==> config.mk <==
export PLATFORM = sky130hd
export DESIGN_NAME = key_debounce_array_flat
export DESIGN_NICKNAME = d
export VERILOG_FILES = /design/src/rtl/key_debounce_array_pkg.sv /design/src/rtl/key_debounce_array_if.sv /design/src/rtl/key_debounce_array_channel.sv /design/src/rtl/key_debounce_array.sv /design/src/flat_wrapper.sv
export SDC_FILE = /design/constraint.sdc
export NUM_CORES = 1
export LEC_CHECK = 0
export BUFFER_PORTS_ARGS = -buffer_cell sky130_fd_sc_hd__buf_2
export CELL_PAD_IN_SITES_DETAIL_PLACEMENT = 1
export CELL_PAD_IN_SITES_GLOBAL_PLACEMENT = 1
export CORE_ASPECT_RATIO = 1.75
export CORE_UTILIZATION = 48
export DETAILED_ROUTE_END_ITERATION = 7
export GPL_TIMING_DRIVEN = 0
export PLACE_DENSITY = 0.9
export SYNTH_ARGS = -nofsm -noshare
export SYNTH_HDL_FRONTEND = slang
export SYNTH_HIERARCHICAL = 1
export SYNTH_SLANG_ARGS = --single-unit
==> constraint.sdc <==
create_clock -name clk -period 2.85 [get_ports clk]
set_input_delay 0.7125 -clock clk [delete_from_list [all_inputs] [get_ports clk]]
set_output_delay 0.7125 -clock clk [all_outputs]
set_load 0.005 [all_outputs]
==> src/rtl/key_debounce_array_pkg.sv <==
// rtl/key_debounce_array_pkg.sv - shared channel states, timing defaults and width helper
// Contents:
//   key_state_e  per-channel debounce state (IDLE, PRESSING, PRESSED, RELEASING)
//   CNT_PER_US   default clk cycles per microsecond
//   CNT_PER_MS   default clk cycles per millisecond
//   width_for()  bits needed to hold a value 0..max_val (at least 1)
package key_pkg;

    // Bit 1 set means the key is debounced-pressed (PRESSED or RELEASING).
    typedef enum logic [1:0] {
        IDLE      = 2'b00,
        PRESSING  = 2'b01,
        PRESSED   = 2'b11,
        RELEASING = 2'b10
    } key_state_e;

    localparam int CNT_PER_US = 20;
    localparam int CNT_PER_MS = 20000;

    function automatic int width_for(input int max_val);
        return (max_val < 2) ? 1 : $clog2(max_val + 1);
    endfunction

endpackage

==> src/rtl/key_debounce_array_if.sv <==
// rtl/key_debounce_array_if.sv - key pins and conditioned key event bundle
// Signals:
//   key_i            raw asynchronous key pins
//   key_level_o      debounced pressed level
//   press_pulse_o    one-cycle pulse on confirmed press
//   release_pulse_o  one-cycle pulse on confirmed release
//   long_pulse_o     one-cycle pulse when the hold reaches the long-press time
//   repeat_pulse_o   one-cycle auto-repeat pulse after a long press
//   any_press_o      OR of press_pulse_o
// Modports: master = conditioner side, slave = pin driver / event consumer side.
interface key_debounce_array_if #(
    parameter int N_KEYS = 4
);
    logic [N_KEYS-1:0] key_i;
    logic [N_KEYS-1:0] key_level_o;
    logic [N_KEYS-1:0] press_pulse_o;
    logic [N_KEYS-1:0] release_pulse_o;
    logic [N_KEYS-1:0] long_pulse_o;
    logic [N_KEYS-1:0] repeat_pulse_o;
    logic              any_press_o;

    modport master (
        input  key_i,
        output key_level_o, press_pulse_o, release_pulse_o,
               long_pulse_o, repeat_pulse_o, any_press_o
    );

    modport slave (
        output key_i,
        input  key_level_o, press_pulse_o, release_pulse_o,
               long_pulse_o, repeat_pulse_o, any_press_o
    );
endinterface

==> src/rtl/key_debounce_array_channel.sv <==
// rtl/key_debounce_array_channel.sv - one key: synchroniser, debounce FSM, hold/repeat timing
// Ports:
//   clk, rst        clock, synchronous active-high reset
//   tick            shared one-cycle millisecond strobe
//   key_raw         raw asynchronous pin
//   key_level       debounced pressed level
//   press_pulse     confirmed press
//   release_pulse   confirmed release
//   long_pulse      hold reached LONG_MS
//   repeat_pulse    every REPEAT_MS after the long press
module key_channel #(
    parameter int ACTIVE_LOW  = 1,
    parameter int SYNC_STAGES = 2,
    parameter int PRESS_CYC   = 40000,
    parameter int RELEASE_CYC = 20,
    parameter int LONG_MS     = 1000,
    parameter int REPEAT_MS   = 200
) (
    input  logic clk,
    input  logic rst,
    input  logic tick,
    input  logic key_raw,
    output logic key_level,
    output logic press_pulse,
    output logic release_pulse,
    output logic long_pulse,
    output logic repeat_pulse
);
    import key_pkg::*;

    localparam int FILT_MAX = (PRESS_CYC > RELEASE_CYC) ? PRESS_CYC : RELEASE_CYC;
    localparam int FILT_W   = width_for(FILT_MAX);
    localparam int HOLD_W   = width_for(LONG_MS);
    localparam int REP_W    = width_for(REPEAT_MS);

    localparam logic [FILT_W-1:0] PRESS_LAST = FILT_W'(PRESS_CYC - 1);
    localparam logic [FILT_W-1:0] REL_LAST   = FILT_W'(RELEASE_CYC - 1);
    localparam logic [HOLD_W-1:0] HOLD_MAX   = HOLD_W'(LONG_MS);
    localparam logic [HOLD_W-1:0] HOLD_PRE   = HOLD_W'((LONG_MS > 0) ? LONG_MS - 1 : 0);
    localparam logic [REP_W-1:0]  REP_LAST   = REP_W'((REPEAT_MS > 0) ? REPEAT_MS - 1 : 0);
    localparam logic              LONG_EN    = (LONG_MS != 0);
    localparam logic              REP_EN     = (LONG_MS != 0) && (REPEAT_MS != 0);
    localparam logic              INACTIVE   = (ACTIVE_LOW != 0);

    logic [SYNC_STAGES-1:0] sync_q;
    logic                   act;

    key_state_e        state_q, state_d;
    logic [FILT_W-1:0] filt_q, filt_d;
    logic [HOLD_W-1:0] hold_q, hold_d;
    logic [REP_W-1:0]  rep_q, rep_d;
    logic              press_d, release_d, long_d, repeat_d;
    logic              hold_run;

    // Reset loads the idle pin level so leaving reset never looks like a press.
    always_ff @(posedge clk) begin
        if (rst) begin
            sync_q <= {SYNC_STAGES{INACTIVE}};
        end else begin
            sync_q <= {sync_q[SYNC_STAGES-2:0], key_raw};
        end
    end

    assign act = sync_q[SYNC_STAGES-1] ^ INACTIVE;

    always_comb begin
        state_d   = state_q;
        filt_d    = filt_q;
        hold_d    = hold_q;
        rep_d     = rep_q;
        press_d   = 1'b0;
        release_d = 1'b0;
        long_d    = 1'b0;
        repeat_d  = 1'b0;
        hold_run  = 1'b0;

        case (state_q)
            IDLE: begin
                if (act) begin
                    state_d = PRESSING;
                    filt_d  = '0;
                end
            end
            PRESSING: begin
                if (!act) begin
                    state_d = IDLE;
                end else if (filt_q < PRESS_LAST) begin
                    filt_d = filt_q + 1'b1;
                end else begin
                    state_d = PRESSED;
                    press_d = 1'b1;
                    hold_d  = '0;
                    rep_d   = '0;
                end
            end
            PRESSED: begin
                hold_run = 1'b1;
                if (!act) begin
                    state_d = RELEASING;
                    filt_d  = '0;
                end
            end
            RELEASING: begin
                // Bounce back to PRESSED keeps the hold timing running.
                if (act) begin
                    state_d  = PRESSED;
                    hold_run = 1'b1;
                end else if (filt_q < REL_LAST) begin
                    filt_d   = filt_q + 1'b1;
                    hold_run = 1'b1;
                end else begin
                    state_d   = IDLE;
                    release_d = 1'b1;
                    hold_d    = '0;
                    rep_d     = '0;
                end
            end
            default: begin
                state_d = IDLE;
            end
        endcase

        // Hold saturates at LONG_MS; from then on the repeat counter takes over,
        // so long and repeat can never fire on the same tick.
        if (hold_run && tick && LONG_EN) begin
            if (hold_q != HOLD_MAX) begin
                hold_d = hold_q + 1'b1;
                long_d = (hold_q == HOLD_PRE);
            end else if (REP_EN) begin
                if (rep_q == REP_LAST) begin
                    rep_d    = '0;
                    repeat_d = 1'b1;
                end else begin
                    rep_d = rep_q + 1'b1;
                end
            end
        end
    end

    always_ff @(posedge clk) begin
        if (rst) begin
            state_q       <= IDLE;
            filt_q        <= '0;
            hold_q        <= '0;
            rep_q         <= '0;
            press_pulse   <= 1'b0;
            release_pulse <= 1'b0;
            long_pulse    <= 1'b0;
            repeat_pulse  <= 1'b0;
        end else begin
            state_q       <= state_d;
            filt_q        <= filt_d;
            hold_q        <= hold_d;
            rep_q         <= rep_d;
            press_pulse   <= press_d;
            release_pulse <= release_d;
            long_pulse    <= long_d;
            repeat_pulse  <= repeat_d;
        end
    end

    assign key_level = (state_q == PRESSED) || (state_q == RELEASING);

endmodule

==> src/rtl/key_debounce_array.sv <==
// rtl/key_debounce_array.sv - N-channel push-button conditioner with long press and auto-repeat
// Ports:
//   clk   system clock
//   rst   synchronous reset, active-high
//   kif   key_debounce_array_if.master: key_i in; level, press, release,
//         long, repeat pulses and any_press out
module key_debounce_array #(
    parameter int N_KEYS      = 4,
    parameter int ACTIVE_LOW  = 1,
    parameter int SYNC_STAGES = 2,
    parameter int PRESS_CYC   = 40000,
    parameter int RELEASE_CYC = 20,
    parameter int CNT_PER_MS  = key_pkg::CNT_PER_MS,
    parameter int LONG_MS     = 1000,
    parameter int REPEAT_MS   = 200
) (
    input  logic                    clk,
    input  logic                    rst,
    key_debounce_array_if.master    kif
);
    import key_pkg::*;

    if (PRESS_CYC < 1) begin : g_chk_press
        $error("PRESS_CYC must be >= 1");
    end
    if (RELEASE_CYC < 1) begin : g_chk_release
        $error("RELEASE_CYC must be >= 1");
    end
    if (SYNC_STAGES < 2) begin : g_chk_sync
        $error("SYNC_STAGES must be >= 2");
    end
    if (CNT_PER_MS < 2) begin : g_chk_tick
        $error("CNT_PER_MS must be >= 2");
    end

    localparam int TICK_W = width_for(CNT_PER_MS - 1);
    localparam logic [TICK_W-1:0] TICK_LAST = TICK_W'(CNT_PER_MS - 1);

    logic [TICK_W-1:0] tick_cnt_q;
    logic              tick;

    // Free-running and shared; key activity never realigns it, which is the
    // source of the up-to-one-ms jitter on long/repeat timing.
    assign tick = (tick_cnt_q == TICK_LAST);

    always_ff @(posedge clk) begin
        if (rst || tick) begin
            tick_cnt_q <= '0;
        end else begin
            tick_cnt_q <= tick_cnt_q + 1'b1;
        end
    end

    for (genvar i = 0; i < N_KEYS; i++) begin : g_ch
        key_channel #(
            .ACTIVE_LOW  (ACTIVE_LOW),
            .SYNC_STAGES (SYNC_STAGES),
            .PRESS_CYC   (PRESS_CYC),
            .RELEASE_CYC (RELEASE_CYC),
            .LONG_MS     (LONG_MS),
            .REPEAT_MS   (REPEAT_MS)
        ) u_ch (
            .clk           (clk),
            .rst           (rst),
            .tick          (tick),
            .key_raw       (kif.key_i[i]),
            .key_level     (kif.key_level_o[i]),
            .press_pulse   (kif.press_pulse_o[i]),
            .release_pulse (kif.release_pulse_o[i]),
            .long_pulse    (kif.long_pulse_o[i]),
            .repeat_pulse  (kif.repeat_pulse_o[i])
        );
    end

    // Press pulses are already registered, so the OR is aligned with them.
    assign kif.any_press_o = |kif.press_pulse_o;

endmodule

==> src/flat_wrapper.sv <==
// flat-port wrapper written by rule: the top's interface ports become plain ports
module key_debounce_array_flat import key_pkg::*;
#(
    parameter int N_KEYS      = 4,
    parameter int ACTIVE_LOW  = 1,
    parameter int SYNC_STAGES = 2,
    parameter int PRESS_CYC   = 40000,
    parameter int RELEASE_CYC = 20,
    parameter int CNT_PER_MS  = key_pkg::CNT_PER_MS,
    parameter int LONG_MS     = 1000,
    parameter int REPEAT_MS   = 200
)
  (clk, rst, kif_key_i, kif_key_level_o, kif_press_pulse_o, kif_release_pulse_o, kif_long_pulse_o, kif_repeat_pulse_o, kif_any_press_o);
  key_debounce_array_if #(.N_KEYS(N_KEYS)) kif_i ();
  input  logic clk;
  input  logic rst;
  input wire logic [$bits(kif_i.key_i)-1:0] kif_key_i;
  output wire logic [$bits(kif_i.key_level_o)-1:0] kif_key_level_o;
  output wire logic [$bits(kif_i.press_pulse_o)-1:0] kif_press_pulse_o;
  output wire logic [$bits(kif_i.release_pulse_o)-1:0] kif_release_pulse_o;
  output wire logic [$bits(kif_i.long_pulse_o)-1:0] kif_long_pulse_o;
  output wire logic [$bits(kif_i.repeat_pulse_o)-1:0] kif_repeat_pulse_o;
  output wire logic [$bits(kif_i.any_press_o)-1:0] kif_any_press_o;
  assign kif_i.key_i = kif_key_i;
  assign kif_key_level_o = kif_i.key_level_o;
  assign kif_press_pulse_o = kif_i.press_pulse_o;
  assign kif_release_pulse_o = kif_i.release_pulse_o;
  assign kif_long_pulse_o = kif_i.long_pulse_o;
  assign kif_repeat_pulse_o = kif_i.repeat_pulse_o;
  assign kif_any_press_o = kif_i.any_press_o;
  key_debounce_array #(.N_KEYS(N_KEYS), .ACTIVE_LOW(ACTIVE_LOW), .SYNC_STAGES(SYNC_STAGES), .PRESS_CYC(PRESS_CYC), .RELEASE_CYC(RELEASE_CYC), .CNT_PER_MS(CNT_PER_MS), .LONG_MS(LONG_MS), .REPEAT_MS(REPEAT_MS)) u_core (.clk(clk), .rst(rst), .kif(kif_i));
endmodule
# Yosys cells after proc, flatten, opt, wreduce, memory -nomap -nowiden
# Index checks and enable logic that the tools add are counted.
# Widths: inputs -> output; s select.
# totals
register_bits,183
input_bits,6
out_inout_bits,21
wordCells,313
# op_classes
add_sub_neg,13
order_cmp,8
eq_ne,57
muxes,140
bitwise,20
reduce_logical,38
# op_table
cell,count
$mux 16,24
$pmux 16 s4,4
$mux 10,24
$mux 8,28
$pmux 10 s2,4
$add 16x1->16 const B,4
$lt 16x16->1 const B,4
$lt 16x5->1 const B,4
$pmux 8 s2,4
$mux 2,24
$ne 2x2->1 const B,24
$reduce_or 3->1,16
$add 10x1->10 const B,4
$eq 10x10->1 const B,4
$ne 10x10->1 const B,4
$add 8x1->8 const B,4
$eq 8x8->1 const B,4
$pmux 2 s4,4
$ne 3x3->1 const B,8
$reduce_and 6->1,4
$mux 1,20
$not 1->1,20
$eq 2x2->1 const B,8
$reduce_and 4->1,4
other kinds (8),24

# Depth between registers and ports, before layout
# depth
depth_word,7
ltp_mapped,9
mapped_depth_nobuf,8

# By module
# The synthesis kept the hierarchy.
# modules_own_cells
module,instances,cells_each,area_each_um2,seq_area_each_um2
key_channel (u_core.g_ch[0].u_ch ...),3,299,2508.7,840.8
key_channel (u_core.g_ch[3].u_ch),1,304,2456.1,840.8
key_debounce_array,1,78,675.6,300.3

# Worst setup path after synthesis
# Ideal clock, no wire load.
# synth_path
path_type,register to register
start,reg u_core.g_ch[3].u_ch.filt_q[9]
end,reg u_core.g_ch[3].u_ch.rep_q[6]
setup_ns,0.081
arrival_time_ns,2.412
required_ns,2.769
slack_ns,0.358
path_stages_with_launch,8
path_buffers,2
synth_period_minus_slack_ns,2.492
path_cell_list,dfxtp_1 -> or4_1 -> or4b_1 -> buf_2 -> o41ai_4 -> buf_6 -> nand3_1 -> o211ai_1
# synth_via
elab_chain_cells,6
elab_cells_between_ends,13
classes_between,order compare (2); mux (10); reduce/logical (1)
# synth_lines
element,line,source
start: declaration,key_debounce_array_channel.sv:49,"logic [FILT_W-1:0] filt_q, filt_d;"
start signal: assignment,key_debounce_array_channel.sv:152,filt_q <= filt_d;
$lt 16x5->1 or $lt 16x16->1 (tied branches),"key_debounce_array_channel.sv:108, key_debounce_array_channel.sv:87",
"$mux 8, or another cell as far along",key_debounce_array_channel.sv:108,end else if (filt_q < REL_LAST) begin
"$mux 8, or another cell as far along",key_debounce_array_channel.sv:105,if (act) begin
$pmux 8 s2 or $pmux 1 s2 (tied branches),key_debounce_array_channel.sv:77,case (state_q)
$mux 8 or $logic_and 1x1->1 (tied branches),"key_debounce_array_channel.sv:126, key_debounce_array_channel.sv:125",
$mux 8 *,key_debounce_array_channel.sv:125,if (hold_run && tick && LONG_EN) begin
end signal: assignment,key_debounce_array_channel.sv:154,rep_q <= rep_d;
end: declaration,key_debounce_array_channel.sv:51,"logic [REP_W-1:0] rep_q, rep_d;"
# Every way passes the cells marked *; elsewhere a longest branch is shown, timed or not.
# A chain may end at the register's enable or synchronous reset.

# Worst setup path after layout
# layout_path
start,reg u_core.g_ch[3].u_ch.filt_q[9]
end,reg u_core.g_ch[3].u_ch.filt_q[4]
# layout_via
elab_chain_cells,3
elab_cells_between_ends,5
classes_between,order compare (2); eq/ne (2); reduce/logical (1)
# layout_lines
element,line
$lt 16x5->1 or $lt 16x16->1 (tied branches),"key_debounce_array_channel.sv:108, key_debounce_array_channel.sv:87"
$ne 2x2->1 (no source line),--
$reduce_and 6->1 (no source line) *,--
# Marked as above.

==> results.ini <==
[die]
core_area_sq_um=21680
die_area_sq_um=22830
fp.dieW_um=114.6
num_io_pins=27
die_h_um=199.1
rows=71
initial_core_util_pct=49.17

[placement]
placed_area_sq_um=11150
gp_congestion=0.8472
port-buffer-count=26
dp_hpwl_um=21820
dp.cells=1597

[sta]
rsz0062_at_grt=false
period_share_pct=95.63
max-slew-margin-rel_pct=31.09
fin_hold_ws_ns=0.4179
worst_clock_skew_ns=0.01182
slew_viol_final=0
setup_viol=0
worstMarginPinSlew_ns=1.025
tns_ns=0
fmax_mhz=366.9
fin_crit_ns=2.725
hold_violations=0

[routing]
wl_per_cell_um=18.88
ant_nets=0
drt_iter0_markers=596
vias=10420
vias_per_cell=6.348
route.final.wire_length_um=30980
drc_errors=0
drtPass1Iterations=5

[critical_path]
reg2reg_depth=6
reg2reg_to=u_core/g_ch[3].u_ch/filt_q[4]$_SDFFE_PP0P_
path_max_fanout=10
rr_startpoint=u_core/g_ch[3].u_ch/filt_q[9]$_SDFFE_PP0P_
r2r_slack_ns=0.12
critPathCaptureType=register
required_ns=3.19
arrival_ns=3.06
cp-start-kind=register
path_class=register to register

[hold_path]
hold_path.startpoint=u_core/g_ch[2].u_ch/sync_q[0]$_SDFF_PP1_
hold_path_depth=1
hold_end=u_core/g_ch[2].u_ch/sync_q[1]$_SDFF_PP1_
hp-class=register to register

[finish]
drive_gt1_share_pct=13.05
syn_to_final_growth_pct=11.65
fin_area_sq_um=11900
instances_no_fill=1641
nets=1376
n_antenna_cell=0

[clock_network]
cts_sinks=183
cts_buffer_depth=2
numCtsBuffers=17
cts_tree=yes
htreeDepth=4
cts_hold_buffers=0
clockRootBuffer=clkbuf_16
clock_latency_ns=0.45
clkSlewWorstSetupHoldPaths_ns=0.08

[pwr]
power.total_mw=6.273
p_per_area_nw_per_um2=527.2
power.leakage_nw=4.058
ir_drop_uv=406.4

[synth]
synth_area_sq_um=10660
synth.area.top_cells=dfxtp_1 34%, nand3_1 5.4%, a32o_1 4.4%
ys_async_sr_fraction_pct=0
avgSynthCellArea_sq_um=8.333
yosys_warnings=6
synth_cell_types=75
synth_top_area_share_pct=34.37
syn-num-nets=1319
ys_ff_latch=183
synth-main-ff-cell=dfxtp_1
syn_inst=1279
synth_area_leader_cell=dfxtp_1
ys_seq_area_share_pct=34.37
synth_enable_flop_cells=0

[job]
drv_cap=0

[global_routing]
grt_overflow=0
grt_first_pass_wirelength_um=51510
track_usage_pct=27.89
grt_pass1_vias=11010
grt_max_degree=19
antenna_found_initial=0

[outcome]
outcome=completed

metal layers:
layer	wire length, um	vias up	GRT usage (%)
li1	-	4917	-
met1	11900	5227	27.17
met2	17420	197	55.24
met3	806	76	4.095
met4	861	0	14.67
met5	0	-	0
per-stage QoR:
stage	utilization (%)	worst slack (ns)
after floorplan	-	0.3576
after global placement	51.45	-0.4756
after detailed placement	51.45	-0.5950
after CTS	54.44	0.03877
after global routing	54.89	0.003956
final	54.89	0.1246
power breakdown:
group	internal, mW	leakage [nW]	switching (mW)
Combinational	0.451	2.29	0.767
Clock	1.27	0.291	1.16
Sequential	2.59	1.48	0.0359
Total	4.31	4.06	1.96
sequential cells by signal, indices dropped and copies added, names as in the netlist:
signal / cells
u_core/g_ch.u_ch/filt_q: 64
u_core/g_ch.u_ch/hold_q: 40
u_core/g_ch.u_ch/long_pulse: 4
u_core/g_ch.u_ch/press_pulse: 4
u_core/g_ch.u_ch/release_pulse: 4
u_core/g_ch.u_ch/rep_q: 32
u_core/g_ch.u_ch/repeat_pulse: 4
u_core/g_ch.u_ch/state_q: 8
u_core/g_ch.u_ch/sync_q: 8
u_core/tick_cnt_q: 15
logic make-up (layout without fill, tap and decap cells):
| logic type | count (synthesis) | in the layout | share of synthesized area [%] |
|---|---|---|---|
| XOR/XNOR | 21 | 21 | 1.726 |
| AND/OR/NAND/NOR | 566 | 566 | 29.31 |
| buffers and inverters | 166 | 236 | 7.197 |
| AO/OA/AOI/OAI | 293 | 293 | 21.85 |
| adder cells (fa/ha/maj) | 34 | 34 | 3.992 |
| flip-flops | 183 | 183 | 34.37 |
| multiplexers | 16 | 16 | 1.550 |
worst max-delay path: stages, from the launching register on:
cell	delay (ns)
dfxtp_1	0.38
or4_1	0.63
a311oi_2	0.46
o21a_1	0.25
clkbuf_1	0.41
o22ai_1	0.18
a32o_1	0.30
synth_stat cells (10+ instances only):
cell        n
dfxtp_1   183
nand3_1   114
nand2_1   109
inv_1     103
nor2_1     65
nor3_1     60
o21ai_0    59
a32o_1     47
nand4_1    41
clkbuf_1   34
ha_1       34
o221ai_1   30
nor4_1     24
a21oi_1    23
o22ai_1    21
o211ai_1   20
xnor2_1    20
and3_1     19
or2_2      19
nor3b_1    15
nor2b_1    13
mux2i_1    12
buf_2      10
nand2b_1   10
o31ai_1    10
or3_1      10
how the worst max path moves through the flow:
stage	startpoint	end	slack, ns	cells after the start
5_1_grt	u_core/tick_cnt_q[8]$_SDFF_PP0_	u_core/g_ch[2].u_ch/rep_q[5]$_SDFF_PP0_	0.004	10
6_report	u_core/g_ch[3].u_ch/filt_q[9]$_SDFFE_PP0P_	u_core/g_ch[3].u_ch/filt_q[4]$_SDFFE_PP0P_	0.12	6
4_1_cts	u_core/tick_cnt_q[8]$_SDFF_PP0_	u_core/g_ch[3].u_ch/rep_q[0]$_SDFF_PP0_	0.04	7
3_3_place_gp	u_core/tick_cnt_q[8]$_SDFF_PP0_	u_core/g_ch[2].u_ch/long_pulse$_SDFF_PP0_	-0.48	7
2_1_floorplan	u_core/g_ch[3].u_ch/filt_q[9]$_SDFFE_PP0P_	u_core/g_ch[3].u_ch/rep_q[6]$_SDFF_PP0_	0.36	7
3_5_place_dp	u_core/tick_cnt_q[0]$_SDFF_PP0_	u_core/g_ch[3].u_ch/rep_q[5]$_SDFF_PP0_	-0.59	7
layout by cell type (no fill, tap or decap), types with 20 or more instances in the layout:
master	synthesis	final
o22ai_1	21	21
o21ai_0	59	57
nand2_1	109	109
nand3_1	114	114
clkbuf_1	34	34
a21oi_1	23	22
dfxtp_1	183	183
nor3_1	60	59
o221ai_1	30	30
nor2_1	65	65
ha_1	34	34
nor4_1	24	23
o211ai_1	20	20
a32o_1	47	47
buf_2	10	35
xnor2_1	20	20
nand4_1	41	41
inv_1	103	103
cell type report:
type | count | area, sq um
inverters | 105 | 394.1
flip-flops and latches | 183 | 3664
repair buffers | 38 | 232.7
plain buffers | 61 | 375.4
fillers | 2672 | 9777
well taps | 292 | 365.4
multi-input cells | 930 | 6271
clock inverters | 14 | 157.7
clock buffers | 18 | 439.2
repair_timing:
action / 4_1_cts / 5_1_grt
pin swaps: 3 / 2
endpoints found under the setup margin: 89 / 48
cloned: 0 / 0
endpoints found under the hold margin: 0 / 0
buffers inserted: 5 / 7
resized for setup: 2 / 8
(Power assumes the default switching activity.)
